`src/rtl/ps2_pkg.sv`:
```
// rtl/ps2_pkg.sv - shared states, result codes and parity helper for the PS/2 host transmitter
package ps2_pkg;

    typedef enum logic [2:0] {
        IDLE,
        INHIBIT,
        REQ,
        DATA,
        ACK,
        WAIT_IDLE,
        DONE
    } ps2_state_t;

    localparam logic [1:0] PS2_OK      = 2'd0;
    localparam logic [1:0] PS2_NACK    = 2'd1;
    localparam logic [1:0] PS2_TIMEOUT = 2'd2;

    localparam int PS2_RETRY_MAX = 2;

    function automatic logic odd_parity(input logic [7:0] d);
        return ~^d;
    endfunction

endpackage

```
`src/rtl/ps2_line_filter.sv`:
```
// rtl/ps2_line_filter.sv - pad synchroniser plus ce-paced glitch filter with filtered falling-edge pulse
module ps2_line_filter #(
    parameter int FILT = 8
) (
    input  logic clk_sys,
    input  logic rst_n,
    input  logic ce,
    input  logic line,
    output logic level,
    output logic fall
);

    localparam int CW = $clog2(FILT + 1);

    logic [1:0]    sync;
    logic [CW-1:0] cnt;

    // Lines idle high, so reset to the released level to avoid a spurious fall.
    always_ff @(posedge clk_sys) begin
        if (!rst_n) begin
            sync  <= 2'b11;
            level <= 1'b1;
            cnt   <= '0;
            fall  <= 1'b0;
        end else begin
            sync <= {sync[0], line};
            fall <= 1'b0;
            if (ce) begin
                if (sync[1] == level) begin
                    cnt <= '0;
                end else if (cnt == CW'(FILT - 1)) begin
                    level <= sync[1];
                    cnt   <= '0;
                    fall  <= level;
                end else begin
                    cnt <= cnt + 1'b1;
                end
            end
        end
    end

endmodule

```
`src/rtl/ps2_host_tx.sv`:
```
// rtl/ps2_host_tx.sv - PS/2 host-to-device byte transmitter driving open-drain clk/data enables
// Optional: define PS2_HOST_TX_RETRY_EN to retry a NACKed or timed-out byte up to two more times.
module ps2_host_tx #(
    parameter int CE_KHZ     = 6000,
    parameter int INHIBIT_US = 120,
    parameter int TIMEOUT_MS = 15,
    parameter int FILT       = 8
) (
    input  logic       clk_sys,
    input  logic       rst_n,
    input  logic       ce,
    input  logic [7:0] tx_data,
    input  logic       tx_valid,
    output logic       tx_ready,
    output logic       tx_done,
    output logic [1:0] tx_err,
    output logic       busy,
    input  logic       ps2_clk_i,
    input  logic       ps2_data_i,
    output logic       ps2_clk_oe,
    output logic       ps2_data_oe
);

    import ps2_pkg::*;

    localparam int INHIBIT_TICKS = INHIBIT_US * CE_KHZ / 1000;
    localparam int TIMEOUT_TICKS = TIMEOUT_MS * CE_KHZ;

    ps2_state_t  state;
    logic [8:0]  frame_q;
    logic [8:0]  shreg;
    logic [16:0] tick_cnt;
    logic [3:0]  edge_cnt;
    logic [1:0]  result;
    logic        clk_lvl;
    logic        clk_fall;
    logic        data_lvl;
    logic        data_fall_unused;
    logic        retry_ok;

    ps2_line_filter #(.FILT(FILT)) u_clk_filt (
        .clk_sys (clk_sys),
        .rst_n   (rst_n),
        .ce      (ce),
        .line    (ps2_clk_i),
        .level   (clk_lvl),
        .fall    (clk_fall)
    );

    ps2_line_filter #(.FILT(FILT)) u_data_filt (
        .clk_sys (clk_sys),
        .rst_n   (rst_n),
        .ce      (ce),
        .line    (ps2_data_i),
        .level   (data_lvl),
        .fall    (data_fall_unused)
    );

`ifdef PS2_HOST_TX_RETRY_EN
    logic [1:0] attempt;
    assign retry_ok = (attempt != 2'(PS2_RETRY_MAX));
`else
    assign retry_ok = 1'b0;
`endif

    assign busy = ~tx_ready;

    always_ff @(posedge clk_sys) begin
        if (!rst_n) begin
            state       <= IDLE;
            ps2_clk_oe  <= 1'b0;
            ps2_data_oe <= 1'b0;
            tx_ready    <= 1'b1;
            tx_done     <= 1'b0;
            tx_err      <= PS2_OK;
            frame_q     <= '0;
            shreg       <= '0;
            tick_cnt    <= '0;
            edge_cnt    <= '0;
            result      <= PS2_OK;
`ifdef PS2_HOST_TX_RETRY_EN
            attempt     <= '0;
`endif
        end else begin
            tx_done <= 1'b0;
            case (state)
                IDLE: begin
                    if (tx_valid) begin
                        frame_q    <= {odd_parity(tx_data), tx_data};
                        ps2_clk_oe <= 1'b1;
                        tick_cnt   <= '0;
                        edge_cnt   <= '0;
                        tx_ready   <= 1'b0;
                        state      <= INHIBIT;
`ifdef PS2_HOST_TX_RETRY_EN
                        attempt    <= '0;
`endif
                    end
                end
                INHIBIT: begin
                    if (ce) begin
                        if (tick_cnt == 17'(INHIBIT_TICKS - 1)) begin
                            ps2_clk_oe  <= 1'b0;
                            ps2_data_oe <= 1'b1;
                            shreg       <= frame_q;
                            tick_cnt    <= '0;
                            state       <= REQ;
                        end else begin
                            tick_cnt <= tick_cnt + 1'b1;
                        end
                    end
                end
                DONE: begin
                    if (result != PS2_OK && retry_ok) begin
`ifdef PS2_HOST_TX_RETRY_EN
                        attempt    <= attempt + 1'b1;
`endif
                        ps2_clk_oe <= 1'b1;
                        tick_cnt   <= '0;
                        edge_cnt   <= '0;
                        state      <= INHIBIT;
                    end else begin
                        tx_done  <= 1'b1;
                        tx_err   <= result;
                        tx_ready <= 1'b1;
                        state    <= IDLE;
                    end
                end
                default: begin
                    // Timeout wins over a clock fall landing on the same cycle.
                    if (ce && tick_cnt == 17'(TIMEOUT_TICKS - 1)) begin
                        ps2_clk_oe  <= 1'b0;
                        ps2_data_oe <= 1'b0;
                        if (retry_ok) begin
                            result <= PS2_TIMEOUT;
                            state  <= DONE;
                        end else begin
                            tx_done  <= 1'b1;
                            tx_err   <= PS2_TIMEOUT;
                            tx_ready <= 1'b1;
                            state    <= IDLE;
                        end
                    end else begin
                        if (ce) begin
                            tick_cnt <= tick_cnt + 1'b1;
                        end
                        case (state)
                            REQ, DATA: begin
                                // Shifting in ones makes the tenth fall emit the released stop bit.
                                if (clk_fall) begin
                                    ps2_data_oe <= ~shreg[0];
                                    shreg       <= {1'b1, shreg[8:1]};
                                    edge_cnt    <= edge_cnt + 1'b1;
                                    state       <= (edge_cnt == 4'd9) ? ACK : DATA;
                                end
                            end
                            ACK: begin
                                if (clk_fall) begin
                                    edge_cnt <= 4'd11;
                                    result   <= data_lvl ? PS2_NACK : PS2_OK;
                                    state    <= WAIT_IDLE;
                                end
                            end
                            WAIT_IDLE: begin
                                if (clk_lvl && data_lvl) begin
                                    state <= DONE;
                                end
                            end
                            default: begin
                            end
                        endcase
                    end
                end
            endcase
        end
    end

endmodule

```
`config.mk`:
```
export PLATFORM = sky130hd
export DESIGN_NAME = ps2_host_tx
export DESIGN_NICKNAME = d
export VERILOG_FILES = /design/src/rtl/ps2_pkg.sv /design/src/rtl/ps2_line_filter.sv /design/src/rtl/ps2_host_tx.sv
export SDC_FILE = /design/constraint.sdc
export NUM_CORES = 1
export LEC_CHECK = 0
export ABC_AREA = 1
export CAP_MARGIN = 20
export CORE_UTILIZATION = 35
export CTS_CLUSTER_DIAMETER = 50
export CTS_CLUSTER_SIZE = 28
export DETAILED_ROUTE_END_ITERATION = 6
export PLACE_DENSITY = 0.59
export SLEW_MARGIN = 5
export SYNTH_ARGS = -nofsm -noshare
export SYNTH_HDL_FRONTEND = slang
export SYNTH_SLANG_ARGS = --single-unit
```
`constraint.sdc`:
```
create_clock -name clk_sys -period 3.7 [get_ports clk_sys]
set_input_delay 0.74 -clock clk_sys [delete_from_list [all_inputs] [get_ports clk_sys]]
set_output_delay 0.74 -clock clk_sys [all_outputs]
set_load 0.02 [all_outputs]
```
# --- Yosys cells after proc, flatten, opt, wreduce, memory -nomap -nowiden ---
# Cells that the tools add are included.
totals:
  regBits: 65
  output_inout_bits: 7
  latch_bits: 0
  mem_count: 0
  mem_bits_rw: 0
  mem_bits_ro: 0
classes:
  n_bitwise: 14
  eq_ne: 24
  n_reduce_logical: 32
  mul: 0
  muxes: 51
  shift: 0
  add_sub_neg: 4
  n_lt_le_gt_ge: 0
  div: 0
ops:
  columns: ["op", "n"]
  rows:
  - ["$mux W17", 5]
  - ["$pmux W17 S3", 1]
  - ["$mux W9", 5]
  - ["$mux W4", 8]
  - ["$mux W3", 8]
  - ["$pmux W3 S3", 2]
  - ["$pmux W9 S2", 1]
  - ["$reduce_bool A3 Y1", 6]
  - ["$add A17 B1 Y17 const B", 1]
  - ["$eq A17 B10 Y1 const B", 1]
  - ["$eq A17 B17 Y1 const B", 1]
  - ["$pmux W4 S2", 2]
  - ["$reduce_and A5 Y1", 3]
  - ["$not A1 Y1", 14]
  - ["$mux W1", 13]
  - ["$add A4 B1 Y4 const B", 3]
  - ["$ne A6 B5 Y1 const B", 2]
  - ["$reduce_and A6 Y1", 2]
  - ["$eq A3 B3 Y1 const B", 3]
  - ["$reduce_and A3 Y1", 3]
  - ["$eq A4 B3 Y1 const B", 2]
  - ["$reduce_or A2 Y1", 4]
  - ["$reduce_xnor A8 Y1", 1]
  - ["$reduce_and A7 Y1", 1]
  - ["21 further kinds", 33]

# --- Depth between registers and ports, before layout ---
# Gate-level depths: netlist of run 1.
logic_depth:
  ltp_word: 6
  mapped_depth: 13
  ltp_nobuf: 13

# --- Hierarchy ---
# Synthesis of run 1 repeated with hierarchy kept, for this count alone.
hier_totals:
  hier_cells: 599
  area_unflattened_um2: 3881.2
by_module_without_submodules:
  columns: ["module", "instances", "area_per_inst_um2", "seq_area_each_um2", "cells_each"]
  rows:
  - ["ps2_host_tx", 1, 3170.5, 980.9, 513]
  - ["ps2_line_filter", 2, 355.3, 160.2, 43]

# --- Least setup slack after synthesis of run 1 ---
# OpenSTA, ideal clock, no wires.
synth_timing:
  path_type: "input to register"
  start: "in ce"
  end: "reg tick_cnt[12]"
  arrival_ns: 1.740
  setup_ns: 0.071
  t_required_ns: 3.629
  path_stages: 11
  slack_ns: 1.889
  path_cell_list: "inv_2 nor2_1 nand3_1 nor2_1 nand3_1 nand2_2 nand2_2 nand2_2 buf_4 nand2_1 a21oi_1"
synth_via:
  elab_chain_cells: 3
  elab_cells_between_ends: 5
  classes_between: "eq/ne (2); reduce/logical (3)"
synth_rtl:
  columns: ["element", "line", "rtl"]
  rows:
  - ["start: declaration", "ps2_host_tx.sv:11", "input logic ce,"]
  - ["$logic_and A1 B1 Y1", "ps2_host_tx.sv:131", "if (ce && tick_cnt == 17'(TIMEOUT_TICKS - 1)) begin"]
  - ["$ne A3 B1 Y1 (no line) or $reduce_bool A3 Y1 (tied branches)", null, null]
  - ["$reduce_and A5 Y1 (no line) (*)", null, null]
  - ["end signal: assignment", "ps2_host_tx.sv:109", "tick_cnt <= tick_cnt + 1'b1;"]
  - ["end signal: assignment", "ps2_host_tx.sv:145", "tick_cnt <= tick_cnt + 1'b1;"]
  - ["end: declaration", "ps2_host_tx.sv:32", "logic [16:0] tick_cnt;"]
# Mark *: on every way between the ends. The rest lies on a longest branch, timed or not.
# A chain may end at the register's enable or synchronous reset.

# --- Worst setup path in the final report of run 1 ---
layout_timing:
  start: "reg state[2]"
  end: "reg tick_cnt[1]"
layout_via:
  elab_chain_cells: 3
  elab_cells_between_ends: 10
  classes_between: "eq/ne (5); mux (1); bitwise (1); reduce/logical (3)"
layout_rtl:
  columns: ["element", "line", "rtl"]
  rows:
  - ["start: declaration", "ps2_host_tx.sv:29", "ps2_state_t state;"]
  - ["start signal: assignment", "ps2_host_tx.sv:154", "state <= (edge_cnt == 4'd9) ? ACK : DATA;"]
  - ["$eq A3 B1 Y1, or another cell as far along", "ps2_host_tx.sv:86", "case (state)"]
  - ["$ne A3 B1 Y1 (no line), or another cell as far along", null, null]
  - ["$reduce_and A5 Y1 (no line)", null, null]
# Several ways; a longest one is shown, not always the timed one.

==> impl_metrics.ini, run 1 <==
[power]
p_leak_nw = 1.727
vdd_drop_max_uv = 284.8
p_per_area_mw_per_mm2 = 654.6
totalPowerFinal_mw = 2.724

[worst_setup_path]
crit_end = tick_cnt[1]
cp.depth = 9
ff2ff_path_depth = 9
cpLargestDelayFamily = simple AND/OR/NAND/NOR gates
cp_slowest_stage_delay_ns = 0.48
path_buf_inv = 2
cp.arrival_ns = 2.70
critical_path_class = reg -> reg
crit_fanout = 22
worst-endpoint-required_ns = 3.91
slowest_stage = a21boi_4
end_kind = flip-flop
cp-start-kind = flip-flop
crit_start = state[2]
reg2reg_to = tick_cnt[1]
path_cells = inv_2 > nand3_1 > buf_4 > nor2_1 > nor3_4 > a21boi_4 > nand2_1 > nand2_1 > nor2_1
r2r_slack_ns = 1.21
r2r-start = state[2]

[detailed_routing]
totalWireLength_mm = 8.964
initialDrtViolationCount = 294
dr.pass1.iters = 5
route.vias.total = 3580
vias_per_cell = 4.965
drc = 0
drtAntennaViolNets = 0
wl_per_cell_um = 12.43

[synthesis]
synth_fa_ha_area_frac = 0.01735
postSynthAreaPerCell_um2 = 6.349
synth_top_area_cell = dfxtp_1
netlist_top_cells_count = nand2_1 (148), nor2_1 (77), inv_1 (66), dfxtp_1 (64), a21oi_1 (51)
synth_most_common_cell = nand2_1
ys_types = 30
synth-xor-area-share = 0.04129
synth-edff-count = 0
synthCells = 568
synth_area_leaders = dfxtp_1 (36%), nand2_1 (15%), nor2_1 (8.0%)
ys.warnings.count = 0
yosys.area_share.simple = 0.3539
syn_area_mm2 = 0.003606
synth_top_area_frac = 0.3553
synth_top_family_by_area = simple AND/OR/NAND/NOR gates
ys_ff_latch = 64
synthMuxAreaShare = 0
async_flop_share = 0
synth_ff_type = dfxtp_1
synth-compound-area-share = 0.1384
ys_seq_area_frac = 0.3553
syn-num-nets = 587

[sta]
finalCriticalPeriod_ns = 2.491
timing.hold.ws_ns = 0.4170
finalSetupViolCount = 0
slew-limit-headroom = 0.2842
finalHoldViolations = 0
fin_crit_sh = 0.6732
fin_skew_ns = 0.007011
rsz0062_at_grt = false
fin_ws_ns = 1.209
worstMarginPinSlew_ns = 1.072
max_freq_mhz = 401.5
drv_slew = 0
setup_tns_ns = 0

[floorplan]
pin_count = 21
chipHeight_um = 103.5
core_area_mm2 = 0.009864
rows = 36
die_area_mm2 = 0.01071
initial_core_util = 0.3656
die_w_um = 103.5

[layout]
finalNetCount = 602
instances_no_fill = 721
drive_gt1_frac = 0.06293
syn2layout_area_growth_pct = 15.41
insertedDiodeCount = 0
finish.utilization = 0.4219
final_cell_area_mm2 = 0.004161
n_fill_cell = 1043

[clock_network]
path_clk_slew_ns = 0.08
insertion_delay_ns = 0.36
cts_resized = 0
cts_setup_buffers = 0
cts_buffers = 9
root_buffer = clkbuf_8
cts_tree = done
htree_levels = 3
hold_buffers = 0
cts_sinks = 64
cts_buffer_depth = 2

[global_route]
grt_max_degree = 34
grt-ovfl-total = 0
antenna_found_initial = 0
gr-usage-all-layers = 0.1781
grt_pass1_vias = 3310
grt_pass1_wl_mm = 15.52

[worst_hold_path]
worstHoldPathType = reg -> reg

[placement]
post-dp-hpwl_mm = 6.289
pre_cts_ws_ns = 0.9061
placed_cells = 705
routabilityCongestion = 0.8734
place_area_mm2 = 0.003909
port_buffers = 20

[job]
max-cap-violations = 0

[status]
status = finished clean
cell usage in the layout (no fill, tap or decap), drive strengths merged, types with 9 or more instances in the layout:
cell type and instances:
a21oi 51, nand3 46, o21ai 37, inv 70, nand2 152, dfxtp 64
clkdlybuf4s50 20, nor2 80, xnor2 9, clkbuf 10
per-layer routing:
metal / wire [µm] / global-route usage / share of wire
met4: 229 / 0.08799 / 0.026
met5: 0 / 0 / 0
met2: 4055 / 0.2852 / 0.45
met3: 430 / 0.02958 / 0.048
met1: 4248 / 0.2313 / 0.47
layout make-up:
class	count	area (µm²)	area share
Clock buffer	10	137.6	0.03307
Clock inverter	6	115.1	0.02766
Inverter	69	259.0	0.06224
Multi-Input combinational cell	417	1987	0.4775
Sequential cell	64	1281	0.3079
Tap cell	133	166.4	0.03999
Timing Repair Buffer	22	215.2	0.05171
registers in the layout, indices dropped and copies added, names as in the netlist, 2 cells and up:
signal and flops:
u_data_filt.cnt 4, u_clk_filt.cnt 4, u_clk_filt.sync 2, tx_err 2
state 3, shreg 9, frame_q 9, edge_cnt 4
tick_cnt 17, u_data_filt.sync 2
power breakdown:
group          internal, mW  leakage, nW  switching, mW  total [mW]
registers             0.816        0.522         0.0951       0.911
clock network         0.469        0.123          0.306       0.775
logic                 0.329         1.08          0.709        1.04
total                  1.61         1.73           1.11        2.72
cell families after synthesis:
family,Yosys count
xor gates and xnor gates,17
buffers and inverters,87
AOI/OAI and AO/OA,94
DFF,64
adders and majority gates,5
and+or+nand+nor,301
worst min-delay path by stage:
| stage | from | slack, ns | cells after the start | endpoint |
|---|---|---|---|---|
| after floorplan | u_clk_filt.sync[0] | 0.39 | 1 | u_clk_filt.sync[1] |
| after global placement | u_data_filt.sync[0] | 0.40 | 1 | u_data_filt.sync[1] |
| after detailed placement | u_clk_filt.sync[0] | 0.40 | 1 | u_clk_filt.sync[1] |
| after CTS | u_clk_filt.sync[0] | 0.42 | 1 | u_clk_filt.sync[1] |
| after global routing | u_clk_filt.sync[0] | 0.44 | 1 | u_clk_filt.sync[1] |
| final | u_clk_filt.sync[0] | 0.42 | 1 | u_clk_filt.sync[1] |
Power figures use the tool's default switching activity.
==> run 2: changes to the inputs <==
--- a/config.mk
+++ b/config.mk
@@ -11,7 +11,7 @@
 export CTS_CLUSTER_DIAMETER = 50
 export CTS_CLUSTER_SIZE = 28
 export DETAILED_ROUTE_END_ITERATION = 6
-export PLACE_DENSITY = 0.59
+export PLACE_DENSITY = 0.6
 export SLEW_MARGIN = 5
 export SYNTH_ARGS = -nofsm -noshare
 export SYNTH_HDL_FRONTEND = slang
==> constraint.sdc (replaced) <==
create_clock -name clk_sys -period 2.2 [get_ports clk_sys]
set_input_delay 0.44 -clock clk_sys [delete_from_list [all_inputs] [get_ports clk_sys]]
set_output_delay 0.44 -clock clk_sys [all_outputs]
set_load 0.02 [all_outputs]
==> run 2 against run 1 <==
Fmax rose by 27%. Register-to-register slack got worse by 0.98 ns. Sequential share of layout area fell by 1.2 points. First-iteration DRC count fell by 36%. Utilization rose by 1.7 points. Count of clock-buffer cells in the layout fell by 1. Worst setup slack got worse by 0.98 ns. Die area did not move. Clock skew rose by 0.0029 ns. Cell area rose by 4.1%. Highest routed layer unchanged.
==> impl_metrics.ini, run 2 (synthesized netlist as in run 1, its figures left out) <==
[status]
status = finished clean

[detailed_routing]
vias_per_cell = 4.841
drc = 0
route.vias.total = 3602
initialDrtViolationCount = 188
wl_per_cell_um = 11.93
totalWireLength_mm = 8.873
drtAntennaViolNets = 0
dr.pass1.iters = 4

[global_route]
gr-usage-all-layers = 0.1757
grt_pass1_vias = 3249
grt_max_degree = 22
grt_pass1_wl_mm = 15.44
grt-ovfl-total = 0
antenna_found_initial = 0

[worst_setup_path]
ff2ff_path_depth = 11
cp.arrival_ns = 2.25
slowest_stage = dfxtp_1
critical_path_class = reg -> reg
path_cells = ha_1 > nand3_1 > buf_4 > nor2_1 > nand3_1 > nand2_2 > nand2_2 > nand2_2 > buf_4 > nand2_1 > a21oi_1
end_kind = flip-flop
cp-start-kind = flip-flop
cp_slowest_stage_delay_ns = 0.39
reg2reg_to = tick_cnt[12]
r2r-start = tick_cnt[1]
r2r_slack_ns = 0.23
crit_fanout = 6
worst-endpoint-required_ns = 2.48
cp_common_cell = nand2_2

[floorplan]
chipHeight_um = 103.5
die_w_um = 103.5
pin_count = 21
initial_core_util = 0.3656
core_area_mm2 = 0.009864
die_area_mm2 = 0.01071
rows = 36

[placement]
port_buffers = 20
post-dp-hpwl_mm = 6.619
pre_cts_ws_ns = -0.08262
routabilityCongestion = 0.8716
place_area_mm2 = 0.004119

[layout]
syn2layout_area_growth_pct = 20.09
largest_reg_flops = 17
drive_gt1_frac = 0.1031
n_fill_cell = 1027
finish.utilization = 0.4390
insertedDiodeCount = 0
reg_top3 = tick_cnt: 17 flops, frame_q: 9 flops, shreg: 9 flops
layout.cells.most_common = nand2_1
final_cell_mix = nand2_1 (147), nor2_1 (76), inv_1 (66), dfxtp_1 (64), a21oi_1 (51)
final_cell_area_mm2 = 0.004330
finalNetCount = 625
largest-register = tick_cnt

[power]
p_switching_mw = 1.883
p_clk_frac = 0.230
p_int_mw = 2.670
vdd_drop_max_uv = 439.9
totalPowerFinal_mw = 4.553
power_frac_comb = 0.435
p_per_area_mw_per_mm2 = 1051
seqPwrFrac = 0.335
switching_share = 0.4135
p_leak_nw = 1.829

[sta]
worstMarginPinSlew_ns = 0.3673
fin_crit_sh = 0.8943
rsz0062_at_grt = false
slew-limit-headroom = 0.7545
setup_tns_ns = 0
max_freq_mhz = 508.3
finalSetupViolCount = 0
finalCriticalPeriod_ns = 1.967
fin_skew_ns = 0.009900
finalHoldViolations = 0
fin_ws_ns = 0.2325
drv_slew = 0

[clock_network]
path_clk_slew_ns = 0.08
cts_setup_buffers = 0
cts_tree = done
cts_buffer_depth = 2
cts_sinks = 64
htree_levels = 3
root_buffer = clkbuf_8
insertion_delay_ns = 0.35
cts_buffers = 9

[worst_hold_path]
holdPathStages = 1
hold_path_end = u_data_filt.sync[1]
hp-start = u_data_filt.sync[0]
worstHoldPathType = reg -> reg

[job]
max-cap-violations = 0
[run 2: cell count changes in the layout (fill, tap and decap cells not counted), sizes merged]
cell / previous run / this run
bufinv: 3 / 1
clkinv: 1 / 2
clkbuf: 10 / 9
buf: 2 / 25
inv: 70 / 72
[run 2: cell type report]
cell class | instances | area, µm² | share of cell area
Multi-Input combinational cell | 417 | 1997 | 0.4611
Sequential cell | 64 | 1281 | 0.2959
Timing Repair Buffer | 45 | 425.4 | 0.09824
Inverter | 69 | 259.0 | 0.05981
Tap cell | 133 | 166.4 | 0.03843
Clock buffer | 9 | 123.9 | 0.02860
Clock inverter | 7 | 77.57 | 0.01791
[run 2: worst max-delay path by stage]
stage | endpoint | cells after the start | startpoint | slack, ns
floorplan | state[2] | 10 | tick_cnt[0] | 0.47
detailed placement | state[1] | 12 | ce | -0.08
global placement | state[2] | 12 | ce | 0.004
CTS | state[1] | 10 | tick_cnt[1] | 0.13
finish | tick_cnt[12] | 11 | tick_cnt[1] | 0.23
global route | tick_cnt[16] | 11 | tick_cnt[1] | 0.03
[run 2: per-layer routing]
metal / routed length, µm / up-vias / track usage
li1: - / 1889 / -
met1: 4384 / 1634 / 0.2399
met2: 4031 / 71 / 0.2728
met3: 363 / 8 / 0.03776
met4: 93 / 0 / 0.06004
met5: 0 / - / 0
[run 2: what timing repair did]
item / CTS / global route
gates resized for setup: 0 / 3
hold buffers: 0 / 0
setup endpoints to repair: 0 / 7
[run 2: worst max-delay path: cells and delay by family (launching register included)]
family	cells	cell delay, ns
and+or+nand+nor	7	0.75
DFF	1	0.39
buffers and inverters	2	0.34
adders and majority gates	1	0.26
AOI/OAI and AO/OA	1	0.15
[run 2: through the flow]
stage               std cells  hold slack (ns)
CTS                       744           0.4211
floorplan                 568           0.3925
global placement          728           0.3954
detailed placement        728           0.4025
global route              744           0.4353
finish                    744           0.4169
[run 2: power by group through the flow]
stage	registers (mW)	clock network (mW)	logic, mW
6_report	1.53	1.05	1.98
3_3_place_gp	1.54	0	1.94
3_5_place_dp	1.55	0	1.97
4_1_cts	1.53	1.08	1.98
5_1_grt	1.56	1.15	2.25
2_1_floorplan	1.54	0	1.30
==> run 3: changes to the inputs <==
--- a/config.mk
+++ b/config.mk
@@ -11,6 +11,7 @@
 export CTS_CLUSTER_DIAMETER = 50
 export CTS_CLUSTER_SIZE = 28
 export DETAILED_ROUTE_END_ITERATION = 6
+export HOLD_SLACK_MARGIN = 0.06
 export PLACE_DENSITY = 0.6
 export SLEW_MARGIN = 5
 export SYNTH_ARGS = -nofsm -noshare
==> results of run 3 <==
Final layout, timing and power as in run 2 (identical DEF).
==> patch 1 (flow settings as in run 2) <==
`FILT` is set to 8 in 2 places; all go to 32.
--- a/src/rtl/ps2_line_filter.sv
+++ b/src/rtl/ps2_line_filter.sv
@@ -1,5 +1,5 @@
 // rtl/ps2_line_filter.sv - pad synchroniser plus ce-paced glitch filter with filtered falling-edge pulse
 module ps2_line_filter #(
-    parameter int FILT = 8
+    parameter int FILT = 32
 ) (
     input  logic clk_sys,
--- a/src/rtl/ps2_host_tx.sv
+++ b/src/rtl/ps2_host_tx.sv
@@ -5,5 +5,5 @@
     parameter int INHIBIT_US = 120,
     parameter int TIMEOUT_MS = 15,
-    parameter int FILT       = 8
+    parameter int FILT       = 32
 ) (
     input  logic       clk_sys,
Check against the original RTL: same outputs for any inputs over 10 cycles, from zero or initial values and one cycle with rst_n low; that may be too few to reach the edited logic, so the function may still have changed.
==> patch 1 against run 2 <==
Sequential cell count increased by 4. Clock skew increased by 0.52 ps. Area after synthesis increased by 3.9%. Worst setup slack improved by 21 ps. Design area decreased by 0.23%. Largest cell class unchanged. Non-clock buffer count decreased by 10. Total power decreased by 2.3%. Routed wire length increased by 2.4%.
==> patch 1: results (changes against run 2) <==
| Metric | Value |
|---|---|
| Share of cells above drive strength 1 | 9.33% (was 10.3%) |
| Net switching fraction of the power | 42.8% (was 41.4%) |
| Detailed-route wire length per cell | 12.3 um (was 11.9 um) |
| Detailed placer's ending HPWL | 6610 um (was 6620 um) |
| Post-synth net total | 588 (was 587) |
| Filler Cell Count | 1117 (was 1027) |
| Critical-path maximum fanout | 7 (was 6) |
| TritonRoute pass-1 iters | 5 (was 4) |
| Top cells by count, synth | 139 x sky130_fd_sc_hd__nand2_1, 73 x sky130_fd_sc_hd__nor2_1, 69 x sky130_fd_sc_hd__inv_1 (was 148 x sky130_fd_sc_hd__nand2_1, 77 x sky130_fd_sc_hd__nor2_1, 66 x sky130_fd_sc_hd__inv_1) |
| Total routing resource utilization after global routing | 17.4% (was 17.6%) |
| Largest net degree at the start of global routing | 22 (unchanged) |
| Detailed-route via count | 3609 (was 3602) |
| Fraction of synthesized cell area in xor and xnor cells | 3.51% (was 4.13%) |
| Vias in the first global route | 3344 (was 3249) |
| Netlist cell types | 38 (was 30) |
| Standard cell with the maximum stage delay on the critical path | sky130_fd_sc_hd__dfxtp_1 (unchanged) |
| Max rail drop VDD | 455 uV (was 440 uV) |
| Number of design-rule violations left by the first detailed-router iteration | 176 (was 188) |
| Number of buffers inserted during clock tree synthesis | 9 (unchanged) |
| Final weighted congestion in routability-driven placement | 0.852 (was 0.872) |
| Worst clock skew | 10.4 ps (was 9.90 ps) |
| Area share of fa/ha/maj cells after synthesis | 1.67% (was 1.73%) |
| Crit-path max cell delay | 360 ps (was 390 ps) |
| Top area cells in the synthesized netlist | sky130_fd_sc_hd__dfxtp_1 36%, sky130_fd_sc_hd__nand2_1 14%, sky130_fd_sc_hd__nor2_1 7.3%, sky130_fd_sc_hd__inv_1 6.9%, sky130_fd_sc_hd__o21ai_0 6.7% (was sky130_fd_sc_hd__dfxtp_1 36%, sky130_fd_sc_hd__nand2_1 15%, sky130_fd_sc_hd__nor2_1 8.0%, sky130_fd_sc_hd__a21oi_1 7.1%, sky130_fd_sc_hd__inv_1 6.9%) |
| Status | complete, no violations (unchanged) |
| Final net count | 614 (was 625) |
| Seq/Total Area, Yosys | 36.3% (was 35.5%) |
| Share of the synthesized area in compound gates (AO/OA/AOI/OAI) | 16.2% (was 13.8%) |
| Static power due to leakage | 1.76 nW (was 1.83 nW) |
| Max-slew headroom at the worst pin | 62.4% (was 75.4%) |
| Share of flip-flops with an asynchronous set or reset after synthesis | 0% (unchanged) |
-- patch 1: changes by cell type in the layout (fill, tap and decap cells not counted), sizes merged, moves of 3 or more --
cell / before / now
o21bai: 0 / 4
clkinv: 2 / 5
o21ai: 37 / 51
dfxtp: 64 / 68
nand3: 46 / 35
a21oi: 51 / 43
buf: 25 / 15
nand2: 152 / 143
-- patch 1: worst paths after layout --
kind,endpoint,slack [ps],cells past startpoint
hold reg to reg,u_data_filt.sync[1],420,1
hold / removal,u_data_filt.sync[1],420,1
setup reg to reg,state[0],250,11
setup / recovery,state[0],250,11
-- patch 1: kinds of logic after synthesis --
family	count (synthesis)
and+or+nand+nor	280
AOI/OAI and AO/OA	109
buffers and inverters	92
DFF	68
xor gates and xnor gates	15
adders and majority gates	5
-- patch 1: layer usage --
metal | global-route usage [%] | vias up | part of all wire (%)
li1 | - | 1874 | -
met1 | 21.6 | 1639 | 47
met2 | 28.6 | 80 | 46
met3 | 4.14 | 16 | 4.7
met4 | 7.65 | 0 | 2.2
met5 | 0 | - | 0
-- patch 1: metrics by stage --
stage               instance area (um^2)  hold slack [ps]  instances  setup WS [ps]
CTS                                 4310              417        736            179
detailed placement                  4140              398        720          -78.6
finish                              4320              416        736            253
global route                        4320              430        736           30.3
global placement                    4140              397        720          -20.2
floorplan                           3750              393        569            517
-- patch 1: cell type report --
type	instances	area (um^2)	share of cell area [%]
timing repair buffer	35	325	7.53
clock inverter	6	40.0	0.927
multi-input combinational	409	2020	46.7
inverter	72	270	6.26
sequential	68	1360	31.5
clock buffer	10	138	3.19
tap	136	170	3.94
-- patch 1: timing repair --
item                       in CTS  in global routing
setup endpoints to repair       0                  2
hold endpoints to repair        0                  0
resized for setup               0                  1
-- patch 1: power by group through the flow --
| stage | Clock, mW | Sequential (mW) | Combinational [mW] |
|---|---|---|---|
| detailed placement | 0 | 1.61 | 1.90 |
| global placement | 0 | 1.60 | 1.88 |
| finish | 0.935 | 1.59 | 1.92 |
| CTS | 0.966 | 1.59 | 1.91 |
| floorplan | 0 | 1.58 | 1.40 |
| global route | 1.02 | 1.63 | 2.18 |
==> patch 2 (flow settings as in run 2) <==
Made on the original files. Put one more register stage on the output `tx_err`, with the module's reset. The value now appears one clock later. The other outputs are not delayed to match.
--- a/src/rtl/ps2_host_tx.sv
+++ b/src/rtl/ps2_host_tx.sv
@@ -26,4 +26,6 @@
     localparam int INHIBIT_TICKS = INHIBIT_US * CE_KHZ / 1000;
     localparam int TIMEOUT_TICKS = TIMEOUT_MS * CE_KHZ;
+
+    logic [1:0] tx_err_s0;
 
     ps2_state_t  state;
@@ -73,5 +75,5 @@
             tx_ready    <= 1'b1;
             tx_done     <= 1'b0;
-            tx_err      <= PS2_OK;
+            tx_err_s0   <= PS2_OK;
             frame_q     <= '0;
             shreg       <= '0;
@@ -122,5 +124,5 @@
                     end else begin
                         tx_done  <= 1'b1;
-                        tx_err   <= result;
+                        tx_err_s0 <= result;
                         tx_ready <= 1'b1;
                         state    <= IDLE;
@@ -137,5 +139,5 @@
                         end else begin
                             tx_done  <= 1'b1;
-                            tx_err   <= PS2_TIMEOUT;
+                            tx_err_s0 <= PS2_TIMEOUT;
                             tx_ready <= 1'b1;
                             state    <= IDLE;
@@ -176,4 +178,12 @@
     end
 
+    always_ff @(posedge clk_sys) begin
+        if (!rst_n) begin
+            tx_err <= '0;
+        end else begin
+            tx_err <= tx_err_s0;
+        end
+    end
+
 endmodule
 
Behaviour: same outputs for any inputs over 10 cycles, from zero or initial values and one cycle with rst_n low; that may be too few to reach the edited logic, so the function may still have changed.
==> patch 2 against run 2 <==
Worst hold slack better by 5.1 ps. Critical endpoint is now shreg[2]. Sequential cell count is 2 higher. Worst setup slack worse by 23 ps. Design area is 0.14% lower. Area after synthesis is 2.0% higher. Count of clock-buffer cells in the layout is 1 higher. Largest power group unchanged. Synthesized cell count is 4.2% lower. Routed wire length is 2.0% lower. Total power is 8.9% higher.
==> patch 2: results (changes against run 2) <==
| Metric | Value |
|---|---|
| Met3 demand-to-capacity share in global routing | 4.07% (was 3.78%) |
| Worst clock skew | 12.0 ps (was 9.90 ps) |
| Global-route wire length before repair | 15100 um (was 15400 um) |
| Number of design-rule violations left by the first detailed-router iteration | 160 (was 188) |
| Number of vias per cell | 4.93 (was 4.84) |
| Area used by sequential logic in the layout | 1320 um^2 (was 1280 um^2) |
| Share of cell area taken by multi-input logic gates | 45.5% (was 46.1%) |
| Detailed-route wire length per cell | 12.2 um (was 11.9 um) |
| Met2 layer usage reported by global route | 28.1% (was 27.3%) |
| Worst setup slack after placement | 12.3 ps (was -82.6 ps) |
| Count of clock tree sinks | 66 (was 64) |
| Final net count | 590 (was 625) |
| Number of combinational gates with multiple inputs | 388 (was 417) |
| Netlist cell types | 35 (was 30) |
| Final weighted congestion in routability-driven placement | 0.878 (was 0.872) |
| Number of ordinary and repair buffers in the finished layout | 37 (was 45) |
| Final-layout non-clock buffer area share | 8.16% (was 9.82%) |
| Clock tree buffer count of the final layout | 10 (was 9) |
| Status | complete, no violations (unchanged) |
| Summed instance area of the synthesized netlist | 3680 um^2 (was 3610 um^2) |
| Detailed-route via count | 3510 (was 3602) |
| Internal power of the cells | 2.96 mW (was 2.67 mW) |
| DR WL met2 | 4060 um (was 4030 um) |
| Share of cells above drive strength 1 | 13.0% (was 10.3%) |
| Filler Cell Count | 1104 (was 1027) |
patch 2: path summary, 6_finish.rpt:
| kind | endpoint | slack, ps | cells after the start |
|---|---|---|---|
| hold / removal | u_clk_filt.sync[1] | 420 | 1 |
| hold reg to reg | u_clk_filt.sync[1] | 420 | 1 |
| setup / recovery | shreg[2] | 210 | 9 |
| setup reg to reg | shreg[2] | 210 | 9 |
patch 2: power groups by stage:
stage | registers [mW] | logic, mW | clock network, mW
2_1_floorplan | 1.65 | 1.51 | 0
4_1_cts | 1.66 | 2.00 | 1.33
5_1_grt | 1.70 | 2.27 | 1.40
3_3_place_gp | 1.68 | 1.96 | 0
6_report | 1.66 | 1.99 | 1.30
3_5_place_dp | 1.69 | 1.99 | 0
patch 2: logic make-up after synthesis:
group,share of synthesized area [%]
flip-flops,35.9
adder cells (fa/ha/maj),1.70
AO/OA/AOI/OAI,15.8
AND/OR/NAND/NOR,32.9
buffers and inverters,10.5
XOR/XNOR,3.10
